## src/rtl/vx_mem_vec_serializer_if.sv

```systemverilog
// rtl/vx_mem_vec_serializer_if.sv - vector request/response and scalar memory bus bundle
// Optional per-byte write enables are compiled in with VX_MEM_VSER_BYTEEN_EN.
interface vx_mem_vec_serializer_if #(
    parameter int DATA_SIZE  = 4,
    parameter int VLEN       = 256,
    parameter int TAG_WIDTH  = 8,
    parameter int ADDR_WIDTH = 30
);
    localparam int DW        = DATA_SIZE * 8;
    localparam int BEATS     = VLEN / DW;
    localparam int BEAT_BITS = (BEATS > 1) ? $clog2(BEATS) : 1;

    logic                          vreq_valid;
    logic                          vreq_rw;
    logic [ADDR_WIDTH-1:0]         vreq_addr;
    logic [VLEN-1:0]               vreq_vdata;
    logic [TAG_WIDTH-1:0]          vreq_tag;
`ifdef VX_MEM_VSER_BYTEEN_EN
    logic [VLEN/8-1:0]             vreq_vbyteen;
`endif
    logic                          vreq_ready;
    logic                          vrsp_valid;
    logic [VLEN-1:0]               vrsp_vdata;
    logic [TAG_WIDTH-1:0]          vrsp_tag;
    logic                          vrsp_ready;
    logic                          mem_req_valid;
    logic                          mem_req_rw;
    logic [ADDR_WIDTH-1:0]         mem_req_addr;
    logic [DW-1:0]                 mem_req_data;
    logic [DATA_SIZE-1:0]          mem_req_byteen;
    logic [TAG_WIDTH+BEAT_BITS-1:0] mem_req_tag;
    logic                          mem_req_ready;
    logic                          mem_rsp_valid;
    logic [DW-1:0]                 mem_rsp_data;
    logic [TAG_WIDTH+BEAT_BITS-1:0] mem_rsp_tag;
    logic                          mem_rsp_ready;

    modport master (
`ifdef VX_MEM_VSER_BYTEEN_EN
        output vreq_vbyteen,
`endif
        output vreq_valid, vreq_rw, vreq_addr, vreq_vdata, vreq_tag,
        input  vreq_ready,
        input  vrsp_valid, vrsp_vdata, vrsp_tag,
        output vrsp_ready,
        input  mem_req_valid, mem_req_rw, mem_req_addr, mem_req_data, mem_req_byteen, mem_req_tag,
        output mem_req_ready,
        output mem_rsp_valid, mem_rsp_data, mem_rsp_tag,
        input  mem_rsp_ready
    );

    modport slave (
`ifdef VX_MEM_VSER_BYTEEN_EN
        input  vreq_vbyteen,
`endif
        input  vreq_valid, vreq_rw, vreq_addr, vreq_vdata, vreq_tag,
        output vreq_ready,
        output vrsp_valid, vrsp_vdata, vrsp_tag,
        input  vrsp_ready,
        output mem_req_valid, mem_req_rw, mem_req_addr, mem_req_data, mem_req_byteen, mem_req_tag,
        input  mem_req_ready,
        input  mem_rsp_valid, mem_rsp_data, mem_rsp_tag,
        output mem_rsp_ready
    );
endinterface

```

## src/rtl/vx_mem_vec_serializer.sv

```systemverilog
// rtl/vx_mem_vec_serializer.sv - splits vector memory requests into scalar beats and gathers read beats
// Define VX_MEM_VSER_BYTEEN_EN to add per-byte write enables with all-zero beat skipping.
module vx_mem_vec_serializer #(
    parameter int DATA_SIZE  = 4,
    parameter int VLEN       = 256,
    parameter int TAG_WIDTH  = 8,
    parameter int ADDR_WIDTH = 30
) (
    input logic                     clk,
    input logic                     reset,
    vx_mem_vec_serializer_if.slave  bus
);
    localparam int DW        = DATA_SIZE * 8;
    localparam int BEATS     = VLEN / DW;
    localparam int BEAT_BITS = (BEATS > 1) ? $clog2(BEATS) : 1;
    localparam logic [BEAT_BITS-1:0] LAST_BEAT = BEAT_BITS'(BEATS - 1);
    localparam logic [BEATS-1:0]     FULL_MASK = '1;

    typedef enum logic [1:0] {IDLE, ISSUE, WAIT_RSP, RESP} state_t;

    state_t                 state;
    logic                   rw_q;
    logic [ADDR_WIDTH-1:0]  addr_q;
    logic [VLEN-1:0]        vdata_q;
    logic [TAG_WIDTH-1:0]   tag_q;
    logic [BEAT_BITS-1:0]   beat;
    logic [BEATS-1:0]       mask;
`ifdef VX_MEM_VSER_BYTEEN_EN
    logic [VLEN/8-1:0]      vbyteen_q;
`endif

    logic                   req_fire, advance, last_beat, rsp_keep;
    logic [BEAT_BITS-1:0]   beat_inc, rsp_slot;
    logic [BEATS-1:0]       mask_next;
    logic                   skip_first, skip_next;
    logic [DATA_SIZE-1:0]   byteen_first, byteen_next;

    always_comb begin
        req_fire  = bus.mem_req_valid & bus.mem_req_ready;
        // A skipped write beat shows up as ISSUE with mem_req_valid low and still advances.
        advance   = (state == ISSUE) && (req_fire || !bus.mem_req_valid);
        last_beat = (beat == LAST_BEAT);
        beat_inc  = beat + BEAT_BITS'(1);
        rsp_slot  = bus.mem_rsp_tag[BEAT_BITS-1:0];
        rsp_keep  = bus.mem_rsp_valid && bus.mem_rsp_ready && !rw_q
                    && (state == ISSUE || state == WAIT_RSP)
                    && (bus.mem_rsp_tag[TAG_WIDTH+BEAT_BITS-1:BEAT_BITS] == tag_q)
                    && (rsp_slot <= LAST_BEAT) && !mask[rsp_slot];
        mask_next = mask;
        if (rsp_keep)
            mask_next[rsp_slot] = 1'b1;
`ifdef VX_MEM_VSER_BYTEEN_EN
        byteen_first = bus.vreq_rw ? bus.vreq_vbyteen[DATA_SIZE-1:0] : '1;
        byteen_next  = rw_q ? vbyteen_q[beat_inc*DATA_SIZE +: DATA_SIZE] : '1;
        skip_first   = (byteen_first == '0);
        skip_next    = (byteen_next == '0);
`else
        byteen_first = '1;
        byteen_next  = '1;
        skip_first   = 1'b0;
        skip_next    = 1'b0;
`endif
    end

    always_ff @(posedge clk) begin
        if (reset) begin
            state              <= IDLE;
            rw_q               <= 1'b0;
            addr_q             <= '0;
            vdata_q            <= '0;
            tag_q              <= '0;
            beat               <= '0;
            mask               <= '0;
`ifdef VX_MEM_VSER_BYTEEN_EN
            vbyteen_q          <= '0;
`endif
            bus.vreq_ready     <= 1'b1;
            bus.vrsp_valid     <= 1'b0;
            bus.vrsp_vdata     <= '0;
            bus.vrsp_tag       <= '0;
            bus.mem_req_valid  <= 1'b0;
            bus.mem_req_rw     <= 1'b0;
            bus.mem_req_addr   <= '0;
            bus.mem_req_data   <= '0;
            bus.mem_req_byteen <= '0;
            bus.mem_req_tag    <= '0;
            bus.mem_rsp_ready  <= 1'b1;
        end else begin
            if (rsp_keep) begin
                bus.vrsp_vdata[rsp_slot*DW +: DW] <= bus.mem_rsp_data;
                mask                              <= mask_next;
            end
            case (state)
                IDLE: if (bus.vreq_valid) begin
                    rw_q               <= bus.vreq_rw;
                    addr_q             <= bus.vreq_addr;
                    vdata_q            <= bus.vreq_vdata;
                    tag_q              <= bus.vreq_tag;
`ifdef VX_MEM_VSER_BYTEEN_EN
                    vbyteen_q          <= bus.vreq_vbyteen;
`endif
                    beat               <= '0;
                    mask               <= '0;
                    bus.vreq_ready     <= 1'b0;
                    bus.mem_req_valid  <= !skip_first;
                    bus.mem_req_rw     <= bus.vreq_rw;
                    bus.mem_req_addr   <= bus.vreq_addr;
                    bus.mem_req_data   <= bus.vreq_vdata[DW-1:0];
                    bus.mem_req_byteen <= byteen_first;
                    bus.mem_req_tag    <= {bus.vreq_tag, {BEAT_BITS{1'b0}}};
                    state              <= ISSUE;
                end
                ISSUE: if (advance) begin
                    if (last_beat) begin
                        bus.mem_req_valid <= 1'b0;
                        if (rw_q) begin
                            bus.vreq_ready <= 1'b1;
                            state          <= IDLE;
                        end else if (mask_next == FULL_MASK) begin
                            bus.vrsp_valid    <= 1'b1;
                            bus.vrsp_tag      <= tag_q;
                            bus.mem_rsp_ready <= 1'b0;
                            state             <= RESP;
                        end else begin
                            state <= WAIT_RSP;
                        end
                    end else begin
                        beat               <= beat_inc;
                        bus.mem_req_valid  <= !skip_next;
                        bus.mem_req_addr   <= addr_q + ADDR_WIDTH'(beat_inc);
                        bus.mem_req_data   <= vdata_q[beat_inc*DW +: DW];
                        bus.mem_req_byteen <= byteen_next;
                        bus.mem_req_tag    <= {tag_q, beat_inc};
                    end
                end
                WAIT_RSP: if (mask_next == FULL_MASK) begin
                    bus.vrsp_valid    <= 1'b1;
                    bus.vrsp_tag      <= tag_q;
                    bus.mem_rsp_ready <= 1'b0;
                    state             <= RESP;
                end
                RESP: if (bus.vrsp_ready) begin
                    bus.vrsp_valid    <= 1'b0;
                    bus.vreq_ready    <= 1'b1;
                    bus.mem_rsp_ready <= 1'b1;
                    state             <= IDLE;
                end
                default: state <= IDLE;
            endcase
        end
    end
endmodule

```

## src/flat_wrapper.sv

```systemverilog
// flat-port wrapper written by rule: the top's interface ports become plain ports
module vx_mem_vec_serializer_flat 
#(
    parameter int DATA_SIZE  = 4,
    parameter int VLEN       = 256,
    parameter int TAG_WIDTH  = 8,
    parameter int ADDR_WIDTH = 30
)
  (clk, reset, bus_vreq_valid, bus_vreq_rw, bus_vreq_addr, bus_vreq_vdata, bus_vreq_tag, bus_vreq_ready, bus_vrsp_valid, bus_vrsp_vdata, bus_vrsp_tag, bus_vrsp_ready, bus_mem_req_valid, bus_mem_req_rw, bus_mem_req_addr, bus_mem_req_data, bus_mem_req_byteen, bus_mem_req_tag, bus_mem_req_ready, bus_mem_rsp_valid, bus_mem_rsp_data, bus_mem_rsp_tag, bus_mem_rsp_ready);
  vx_mem_vec_serializer_if #(.DATA_SIZE(DATA_SIZE), .VLEN(VLEN), .TAG_WIDTH(TAG_WIDTH), .ADDR_WIDTH(ADDR_WIDTH)) bus_i ();
  input logic clk;
  input logic reset;
  input wire logic [$bits(bus_i.vreq_valid)-1:0] bus_vreq_valid;
  input wire logic [$bits(bus_i.vreq_rw)-1:0] bus_vreq_rw;
  input wire logic [$bits(bus_i.vreq_addr)-1:0] bus_vreq_addr;
  input wire logic [$bits(bus_i.vreq_vdata)-1:0] bus_vreq_vdata;
  input wire logic [$bits(bus_i.vreq_tag)-1:0] bus_vreq_tag;
  output wire logic [$bits(bus_i.vreq_ready)-1:0] bus_vreq_ready;
  output wire logic [$bits(bus_i.vrsp_valid)-1:0] bus_vrsp_valid;
  output wire logic [$bits(bus_i.vrsp_vdata)-1:0] bus_vrsp_vdata;
  output wire logic [$bits(bus_i.vrsp_tag)-1:0] bus_vrsp_tag;
  input wire logic [$bits(bus_i.vrsp_ready)-1:0] bus_vrsp_ready;
  output wire logic [$bits(bus_i.mem_req_valid)-1:0] bus_mem_req_valid;
  output wire logic [$bits(bus_i.mem_req_rw)-1:0] bus_mem_req_rw;
  output wire logic [$bits(bus_i.mem_req_addr)-1:0] bus_mem_req_addr;
  output wire logic [$bits(bus_i.mem_req_data)-1:0] bus_mem_req_data;
  output wire logic [$bits(bus_i.mem_req_byteen)-1:0] bus_mem_req_byteen;
  output wire logic [$bits(bus_i.mem_req_tag)-1:0] bus_mem_req_tag;
  input wire logic [$bits(bus_i.mem_req_ready)-1:0] bus_mem_req_ready;
  input wire logic [$bits(bus_i.mem_rsp_valid)-1:0] bus_mem_rsp_valid;
  input wire logic [$bits(bus_i.mem_rsp_data)-1:0] bus_mem_rsp_data;
  input wire logic [$bits(bus_i.mem_rsp_tag)-1:0] bus_mem_rsp_tag;
  output wire logic [$bits(bus_i.mem_rsp_ready)-1:0] bus_mem_rsp_ready;
  assign bus_i.vreq_valid = bus_vreq_valid;
  assign bus_i.vreq_rw = bus_vreq_rw;
  assign bus_i.vreq_addr = bus_vreq_addr;
  assign bus_i.vreq_vdata = bus_vreq_vdata;
  assign bus_i.vreq_tag = bus_vreq_tag;
  assign bus_vreq_ready = bus_i.vreq_ready;
  assign bus_vrsp_valid = bus_i.vrsp_valid;
  assign bus_vrsp_vdata = bus_i.vrsp_vdata;
  assign bus_vrsp_tag = bus_i.vrsp_tag;
  assign bus_i.vrsp_ready = bus_vrsp_ready;
  assign bus_mem_req_valid = bus_i.mem_req_valid;
  assign bus_mem_req_rw = bus_i.mem_req_rw;
  assign bus_mem_req_addr = bus_i.mem_req_addr;
  assign bus_mem_req_data = bus_i.mem_req_data;
  assign bus_mem_req_byteen = bus_i.mem_req_byteen;
  assign bus_mem_req_tag = bus_i.mem_req_tag;
  assign bus_i.mem_req_ready = bus_mem_req_ready;
  assign bus_i.mem_rsp_valid = bus_mem_rsp_valid;
  assign bus_i.mem_rsp_data = bus_mem_rsp_data;
  assign bus_i.mem_rsp_tag = bus_mem_rsp_tag;
  assign bus_mem_rsp_ready = bus_i.mem_rsp_ready;
  vx_mem_vec_serializer #(.DATA_SIZE(DATA_SIZE), .VLEN(VLEN), .TAG_WIDTH(TAG_WIDTH), .ADDR_WIDTH(ADDR_WIDTH)) u_core (.clk(clk), .reset(reset), .bus(bus_i));
endmodule
```

## config.mk

```make
export PLATFORM = sky130hd
export DESIGN_NAME = vx_mem_vec_serializer_flat
export DESIGN_NICKNAME = d
export VERILOG_FILES = /design/src/rtl/vx_mem_vec_serializer_if.sv /design/src/rtl/vx_mem_vec_serializer.sv /design/src/flat_wrapper.sv
export SDC_FILE = /design/constraint.sdc
export NUM_CORES = 2
export LEC_CHECK = 0
export ABC_AREA = 1
export BUFFER_PORTS_ARGS = -buffer_cell sky130_fd_sc_hd__buf_4
export CAP_MARGIN = 40
export CORE_ASPECT_RATIO = 0.6
export CORE_MARGIN = 2
export CORE_UTILIZATION = 32
export CTS_CLUSTER_SIZE = 14
export DETAILED_ROUTE_END_ITERATION = 7
export SETUP_SLACK_MARGIN = 0.05
export SKIP_CTS_REPAIR_TIMING = 1
export SYNTH_ARGS = -nofsm -noshare
export SYNTH_HDL_FRONTEND = slang
export SYNTH_SLANG_ARGS = --single-unit
```

## constraint.sdc

```tcl
create_clock -name clk -period 2.9 [get_ports clk]
set_clock_uncertainty 0.2 [all_clocks]
set_input_delay 0.29 -clock clk [delete_from_list [all_inputs] [get_ports clk]]
set_output_delay 0.29 -clock clk [all_outputs]
set_load 0.01 [all_outputs]
```

==> impl_metrics.toml <==
[place]
io_buffers = 689
dp.cells = 5258
place_congestion = 0.9449
dpl_cell_area_sq_um = 33450
hpwl_um = 81050
pre_cts_slack_ps = -91.77

[sta]
final-setup-viol-count = 0
hold_slack_ps = -1.547
finalCritPeriodShare = 0.9494
maxSlewHeadroom = 0.2293
fmax_mhz = 363.2
fin_crit_ps = 2753
rsz0062_at_grt = "yes"
tightest_slew_ps = 1156
finalWorstSetupSlack_ps = 146.7
hold_viol_final = 3
drv_slew = 0

[setup_path]
cp_data_required_time_ps = 3200
cp-end-kind = "flip-flop"
cp-start-kind = "flip-flop"
r2r-end = "u_core.bus.mem_req_addr[24]$_SDFFE_PP0P_"
cp.depth = 13
worst-path-buf-inv = 0
timing.rr.start = "u_core.beat[0]$_SDFFE_PP0P_"
slowest_delay_ps = 350
cpMostUsedCell = "ha_4"
path_cells = "ha_4 -> ha_4 -> ha_4 -> a21oi_2 -> nor2_1 -> nand2_1 -> nor2_4 -> nand4_1 -> nor3_2 -> nand2_1 -> xor2_1 -> o21ai_0 -> a21oi_1"
critPathKind = "reg -> reg"
reg2regPathDepth = 13
rrSetupSlack_ps = 150
arrival_ps = 3060
crit_family = "simple AND/OR/NAND/NOR gates"
cp_slowest_cell = "dfxtp_4"
critPathMaxFanout = 4

[power_and_ir_drop]
leakagePower_nw = 16.98
comb_power_share = 0.279
power_frac_clock = 0.325
max-vdd-ir-drop_mv = 0.4269
power_density_nw_per_um2 = 724.9
switching_share = 0.3429
seq_power_share = 0.396
internal_power_mw = 18.74
switching_power_mw = 9.781

[drt]
vias_per_cell = 5.070
num_vias = 29075
drtAntennaViolNets = 0
first_iter_violations = 3209
drc = 0
wl_per_cell_um = 20.71
dr.pass1.iters = 8
drt_wl_total_um = 118800

[layout]
syn_to_final_growth_pct = 46.18
multiInputGateArea_sq_um = 12040
layout.cells.non_filler = 5735
seqCellArea_sq_um = 12960
nNetsFinal = 4895
final_util = 0.4718
drive_gt1_frac = 0.2114
finalInstanceArea_sq_um = 39350
fill_cells = 8144

[die]
initial_core_util = 0.3227
io_pins = 690
std_cell_rows = 82
die_area_sq_um = 86540
die_y_um = 228.7
core_area_sq_um = 83410
fp.dieW_um = 378.4

[outcome]
status = "complete, but fails checks"
violations = "hold timing"

[synthesis]
yosysSeqAreaShare = 0.4812
synthFlopType = "dfxtp_1"
synth-seq-cells = 647
synth.yosys.warnings = 0
synthDominantCellAreaShare = 0.4812
syn-num-nets = 3988
ys_types = 46
syn_avg_cell_area_sq_um = 7.418
synth_top_area_cell = "dfxtp_1"
synth-async-reset-ratio = 0
synth.area.top_cells = "dfxtp_1 (48%), nor2_1 (12%), o21ai_0 (10%)"
synth_cells = 3629
synth_area_sq_um = 26920
synth-edff-count = 0

[global_routing]
grt_max_degree = 203
grt_pass1_vias = 24966
overflow = 0
grt_usage = 0.2537
grt_pass1_wl_um = 165700
antenna_found_initial = 24

[clock_tree]
ctsRootBufferMaster = "clkbuf_16"
cts_buffers = 66
clockBufferDepth = 3
clock_sinks = 647
cts_max_level = 3
clk_latency_ps = 640
clkTransAtPathRegs_ps = 60
cts_tree = "done"

[min_path]
hold_path_depth = 6
hp-class = "in -> reg"
worstHoldStart = "bus_mem_rsp_tag[5]"
min_to = "u_core.mask[2]$_SDFF_PP0_"

[job]
max_cap_violations = 0
-- cell usage after synthesis (2+ instances only) --
library cell,number
nor2_1,873
dfxtp_1,647
o21ai_0,557
a21oi_1,315
nand2_1,242
inv_1,228
clkbuf_1,219
o21ai_1,112
o211a_1,54
nand3_1,52
buf_2,41
o211ai_1,36
o221ai_1,35
a211oi_1,32
o22ai_1,32
buf_1,18
xor2_1,15
ha_1,14
nor3_1,14
inv_2,12
nand4_1,12
a31oi_1,10
a211oi_2,8
nor2_2,8
buf_4,5
nand3_2,4
clkinv_1,3
nor2_4,3
nor4_1,3
or2_2,3
xnor2_1,3
buf_6,2
nand2_2,2
nand3b_1,2
nor3_4,2
-- placed cells by master (no fill, tap or decap), drive strengths merged --
| master | netlist | routed |
|---|---|---|
| nor2 | 884 | 885 |
| buf | 66 | 789 |
| o21ai | 670 | 670 |
| dfxtp | 647 | 647 |
| dlygate4sd3 | 0 | 333 |
| a21oi | 316 | 316 |
| nand2 | 244 | 244 |
| inv | 241 | 242 |
| clkbuf | 219 | 98 |
| nand3 | 57 | 57 |
| o211a | 54 | 54 |
| a211oi | 40 | 40 |
| o211ai | 37 | 37 |
| o221ai | 35 | 35 |
| o22ai | 32 | 32 |
| clkinv | 3 | 17 |
| nor3 | 16 | 16 |
| xor2 | 15 | 15 |
| ha | 14 | 14 |
| diode | 0 | 12 |
| nand4 | 12 | 12 |
| a31oi | 10 | 10 |
| bufinv | 0 | 6 |
| or2 | 4 | 4 |
| xnor2 | 3 | 3 |
| clkinvlp | 0 | 3 |
| nor4 | 3 | 3 |
| nand3b | 2 | 2 |
| and2 | 2 | 2 |
| o21a | 1 | 1 |
| nor3b | 1 | 1 |
| fa | 1 | 1 |
-- per-stage QoR --
| stage | TNS (ps) | hold slack (ps) | power, mW |
|---|---|---|---|
| CTS | -274.3 | -334.4 | 28.10 |
| global route | -62.40 | 18.77 | 29.96 |
| detailed placement | -238.0 | 236.5 | 18.84 |
| global placement | -417.9 | 234.2 | 18.69 |
| floorplan | 0 | 217.6 | 15.56 |
| finish | 0 | -1.547 | 28.52 |
-- registers in the layout, summed over array words and instances, names as in the netlist, 2 cells and up, named ones only --
signal and cells:
u_core.bus.vrsp_tag 8, u_core.beat 2, u_core.bus.mem_req_tag 9, u_core.vdata_q 256
u_core.bus.vrsp_vdata 256, u_core.mask 8, u_core.tag_q 8, u_core.addr_q 30
u_core.bus.mem_req_addr 30, u_core.bus.mem_req_data 32
-- logic make-up (layout without fill, tap and decap cells) --
group | Yosys count | in the layout | share of synthesized area
simple gates | 1225 | 1226 | 0.1805
other cells | 0 | 12 | 0
fa+ha+maj | 15 | 15 | 0.007251
compound gates | 1195 | 1195 | 0.2482
flops | 647 | 647 | 0.4812
buf+inv | 529 | 1488 | 0.07702
xor+xnor | 18 | 18 | 0.005857
-- how the worst max path moves through the flow --
stage	startpoint	to	slack (ps)
after floorplan	u_core.beat[0]$_SDFFE_PP0P_	u_core.bus.mem_req_addr[26]$_SDFFE_PP0P_	70
after global placement	u_core.beat[0]$_SDFFE_PP0P_	u_core.bus.mem_req_addr[22]$_SDFFE_PP0P_	-140
after detailed placement	u_core.beat[1]$_SDFFE_PP0P_	u_core.bus.mem_req_addr[22]$_SDFFE_PP0P_	-90
after CTS	u_core.beat[1]$_SDFFE_PP0P_	u_core.bus.mem_req_addr[22]$_SDFFE_PP0P_	-100
after global routing	u_core.beat[0]$_SDFFE_PP0P_	u_core.bus.mem_req_addr[20]$_SDFFE_PP0P_	-30
final	u_core.beat[0]$_SDFFE_PP0P_	u_core.bus.mem_req_addr[24]$_SDFFE_PP0P_	150
-- power groups by stage --
stage	clock (mW)	combinational [mW]	sequential, mW
3_5_place_dp	0	7.39	11.5
3_3_place_gp	0	7.26	11.4
2_1_floorplan	0	4.19	11.4
4_1_cts	9.42	7.41	11.3
6_report	9.26	7.95	11.3
5_1_grt	9.78	8.71	11.5
-- area by class of cell --
| type | instances | share of cell area |
|---|---|---|
| well taps | 1134 | 0.03606 |
| repair buffers | 1123 | 0.2454 |
| multi-input cells | 2454 | 0.3060 |
| flip-flops and latches | 647 | 0.3293 |
| clock buffers | 97 | 0.05119 |
| clock inverters | 24 | 0.007440 |
| inverters | 244 | 0.02375 |
| diodes | 12 | 0.0007631 |
-- tightest hold or removal path: cells and delay by family --
| family | cells | cell delay [ps] |
|---|---|---|
| AOI/OAI and AO/OA | 1 | 60 |
| buffers and inverters | 1 | 80 |
| and+or+nand+nor | 3 | 290 |
| xor gates and xnor gates | 1 | 60 |
-- layer usage --
metal  part of all wire  track usage
met1               0.46       0.3730
met2               0.41       0.3487
met3              0.098      0.09090
met4              0.024      0.05702
met5            0.00089            0
Power figures use the tool's default switching activity.
